--- src/rtl/baud_tick_gen.sv ---
// Programmable baud-rate clock-enable generator: one-cycle tick, mid-period tick
// and a WIDTH-cycle pulse per period, with divisor changes applied only at a wrap or restart.
module baud_tick_gen #(
    parameter int SIZE      = 16,
    parameter int DIV_RESET = 1250,
    parameter int WIDTH     = 1
) (
    input  logic            clk_in,
    input  logic            rst_n,
    input  logic            en,
    input  logic            restart,
    input  logic            div_load,
    input  logic [SIZE-1:0] div_in,
    output logic            tick,
    output logic            mid_tick,
    output logic            pulse,
    output logic [SIZE-1:0] count_out
);

    // A divisor below 2 cannot produce distinct tick and mid_tick cycles.
    localparam logic [SIZE-1:0] DIV_RST = (DIV_RESET < 2) ? SIZE'(2) : SIZE'(DIV_RESET);
    localparam logic [31:0]     WIDTH_U = 32'(WIDTH);

    function automatic logic [SIZE-1:0] clamp2(input logic [SIZE-1:0] d);
        return (d < SIZE'(2)) ? SIZE'(2) : d;
    endfunction

    logic [SIZE-1:0] count;
    logic [SIZE-1:0] div_active;
    logic [SIZE-1:0] div_pending;
    logic [SIZE-1:0] last_cnt;
    logic [SIZE-1:0] mid_cnt;
    logic [SIZE-1:0] next_cnt;
    logic            at_wrap;

    assign last_cnt  = div_active - SIZE'(1);
    assign mid_cnt   = (div_active >> 1) - SIZE'(1);
    assign at_wrap   = (count == last_cnt);
    assign next_cnt  = at_wrap ? '0 : count + SIZE'(1);
    assign count_out = count;

    always_ff @(posedge clk_in or negedge rst_n) begin
        if (!rst_n) begin
            count       <= '0;
            div_active  <= DIV_RST;
            div_pending <= DIV_RST;
            tick        <= 1'b0;
            mid_tick    <= 1'b0;
            pulse       <= 1'b0;
        end else begin
            if (div_load)
                div_pending <= clamp2(div_in);

            if (restart) begin
                // A load in the same cycle bypasses the pending register.
                count      <= '0;
                div_active <= div_load ? clamp2(div_in) : div_pending;
                tick       <= 1'b0;
                mid_tick   <= 1'b0;
                pulse      <= 1'b0;
            end else if (en) begin
                count <= next_cnt;
                if (at_wrap)
                    div_active <= div_pending;
                tick     <= at_wrap;
                mid_tick <= (count == mid_cnt);
                pulse    <= (32'(next_cnt) < WIDTH_U);
            end else begin
                tick     <= 1'b0;
                mid_tick <= 1'b0;
                pulse    <= 1'b0;
            end
        end
    end

endmodule

--- config.mk ---
export PLATFORM = sky130hd
export DESIGN_NAME = baud_tick_gen
export DESIGN_NICKNAME = d
export VERILOG_FILES = /design/src/rtl/baud_tick_gen.sv
export SDC_FILE = /design/constraint.sdc
export NUM_CORES = 1
export LEC_CHECK = 0
export BUFFER_PORTS_ARGS = -buffer_cell sky130_fd_sc_hd__buf_2
export CORE_ASPECT_RATIO = 2
export CORE_MARGIN = 10
export CORE_UTILIZATION = 45
export DETAILED_ROUTE_END_ITERATION = 8
export MAX_ROUTING_LAYER = met4
export PLACE_DENSITY = 0.7
export SLEW_MARGIN = 20
export SYNTH_ARGS = -nofsm -noshare
export SYNTH_HDL_FRONTEND = slang
export SYNTH_SLANG_ARGS = --single-unit
export TNS_END_PERCENT = 1
--- constraint.sdc ---
create_clock -name clk_in -period 2.7 [get_ports clk_in]
set_input_delay 0.54 -clock clk_in [delete_from_list [all_inputs] [get_ports clk_in]]
set_output_delay 0.54 -clock clk_in [all_outputs]
set_load 0.01 [all_outputs]
==> flow_metrics.tcl <==
set metrics [dict create \
    outcome "completed" \
    routed_wl_um 11300 \
    final_common_cell "buf_4" \
    cts.sinks 51 \
    synth.distinct_cells 52 \
    synth_top_area_cell "dfrtp_1" \
    placeableCoreArea_um2 8230 \
    netlist_area_um2 3770 \
    cts_tree "built" \
    h-tree-depth 2 \
    yosysSeqAreaShare_pct 34.2 \
    startpoint_type "flop" \
    route.met3.wl_um 341 \
    ys_ff_latch 51 \
    drt-pass1-iter-count 4 \
    final-hold-violation-count 0 \
    boundaryPins 40 \
    slew_headroom_pct 54.1 \
    fin_skew_ps 6.13 \
    finalCriticalPeriod_ps 2640 \
    numCtsBuffers 5 \
    dieWidth_um 84.7 \
    grtUsageTotal_pct 17.5 \
    hpwl_um 8450 \
    slew_violations 0 \
    drt_iter0_drc 187 \
    via_per_inst 6.00 \
    powerDensity_nw_per_um2 484 \
    grt_pass1_wl_um 17500 \
    initial_utilization_pct 45.8 \
    final_cell_mix "buf_4, dfrtp_1, buf_2" \
    synth_top_area_share_pct 27.2 \
    postSynthCellCount 429 \
    place_inst 567 \
    synthFlopType "dfrtp_1" \
    die_h_um 149 \
    max_cap_viol_count 0 \
    setup.worst_path.class "reg -> reg" \
    grt-ovfl-total 0 \
    port_buffers 39 \
    cp.required_ps 2880 \
    fin_crit_sh_pct 97.6 \
    final_cells 576 \
    via_count 3458 \
    syn2layout_area_growth_pct 19.5 \
    ant_nets 0 \
    wl_per_cell_um 19.6 \
    p_leak_nw 1.92 \
    wl_met2_um 6250 \
    drt-met1-wl_um 4000 \
    async_reset_ff_share_pct 100 \
    drive_gt1_share_pct 29.5 \
    highest_layer "met4" \
    setup_viol 0 \
    synth_edf_count 0 \
    hp-class "in -> async" \
    cts_root_buf "clkbuf_16" \
    cts_max_path_buffers 2 \
    synth_area_leaders "dfrtp_1, dfstp_2, xnor2_1" \
    clk_pin_slew_ps 70 \
    rr_worst_depth 12 \
    die-area_um2 12700 \
    postCtsSetupBuffers 0 \
    tightest_slew_ps 688 \
    antennaDiodeCount 0 \
    synth.avg_cell_area_um2 8.78 \
    grt_antenna_before_repair 0 \
    drc 0 \
    gp_congestion 0.996 \
    end_kind "flop" \
    rsz0062_at_grt "true" \
    p_total_mw 2.18 \
    grt_max_degree 64 \
    rows 47 \
    yosysWarnings 0 \
    cp_data_arrival_time_ps 2820 \
    reg2reg_slack_ps 60 \
    insertion_delay_ps 300 \
    ir_worst_vdd_uv 439 \
    reg2reg_from "div_active[1]$_DFFE_PN1P_" \
    critical_path.max_fanout 15 \
    clock.fmax_mhz 379 \
    first_global_vias 3620 \
    rr_endpoint "div_active[2]$_DFFE_PN0P_" \
    num-nets-final 501 \
    cts_hold_buf 0 \
    syn_nets 453 \
]
==> layer usage <==
layer  track usage [%]  vias up
met3              2.40       42
met1              15.7     1676
met4              11.1        0
met2              33.2       96
met5                 -        -
li1                  -     1644
==> critical path, cell delays in order, from the launching register on <==
cell,delay (ps)
dfstp_2,540
inv_2,60
ha_1,190
nor2b_2,160
buf_4,150
a311oi_2,240
buf_4,160
a31oi_4,40
a22oi_2,160
and4_4,300
buf_12,150
nor3_1,60
a221o_1,290
==> state kept, by name, summed over array words and instances (netlist names) <==
name / flops
div_active: 16
mid_tick: 1
pulse: 1
div_pending: 16
count_out: 16
tick: 1
==> power breakdown <==
part	internal, mW	switching, mW
clock	0.438	0.295
combinational	0.260	0.290
sequential	0.832	0.0648
==> area by class of cell <==
class | count | area, um2
well taps | 98 | 123
flip-flops and latches | 51 | 1290
fillers | 758 | 3730
inverters | 9 | 33.8
repair buffers | 85 | 573
clock inverters | 2 | 37.5
clock buffers | 6 | 129
multi-input cells | 325 | 2320
==> worst max path at each step <==
| stage | cells after the start | startpoint | end |
|---|---|---|---|
| after floorplan | 12 | div_active[1]$_DFFE_PN1P_ | div_active[13]$_DFFE_PN0P_ |
| final | 12 | div_active[1]$_DFFE_PN1P_ | div_active[2]$_DFFE_PN0P_ |
| after detailed placement | 10 | div_active[2]$_DFFE_PN0P_ | div_active[3]$_DFFE_PN0P_ |
| after global routing | 10 | div_active[2]$_DFFE_PN0P_ | div_active[2]$_DFFE_PN0P_ |
| after CTS | 10 | div_active[2]$_DFFE_PN0P_ | div_active[3]$_DFFE_PN0P_ |
| after global placement | 10 | div_active[2]$_DFFE_PN0P_ | div_active[14]$_DFFE_PN0P_ |
==> timing repair <==
action	4_1_cts	5_1_grt
cloned	1	0
pin swaps	3	3
gates resized for setup	6	11
setup endpoints to repair	13	27
==> cells by family after synthesis <==
family | count (synthesis) | share of synthesized area, %
buffers and inverters | 53 | 6.44
AOI/OAI and AO/OA | 71 | 14.2
adders and majority gates | 3 | 0.996
muxes | 24 | 6.87
DFF | 51 | 34.2
xor gates and xnor gates | 41 | 9.53
and+or+nand+nor | 186 | 27.7
==> cells in the mapped netlist, types with 5 or more instances <==
library cell,n
a21oi_1,10
a221o_1,16
a31oi_1,10
and3_1,8
buf_2,5
buf_6,5
clkbuf_1,33
dfrtp_1,41
dfstp_2,10
inv_1,9
mux2_2,15
mux2i_1,9
nand2_1,22
nand2b_1,9
nand3_1,16
nand4_1,7
nor2_1,36
nor2b_1,18
nor3_1,12
nor3b_1,14
nor4_1,19
o21ai_0,15
xnor2_1,21
xor2_1,20
==> per-stage QoR <==
step | setup WS [ps] | area, um2 | TNS (ps) | hold WS, ps | util, %
2_1_floorplan | 37.3 | 3780 | 0 | 244 | -
3_3_place_gp | 56.9 | 4240 | 0 | 504 | 51.5
3_5_place_dp | -52.9 | 4240 | -428 | 510 | 51.5
4_1_cts | 7.15 | 4440 | 0 | 298 | 54.0
5_1_grt | -72.2 | 4500 | -490 | 333 | 54.7
6_report | 64.8 | 4500 | 0 | 280 | 54.7
Power figures use the tool's default switching activity.
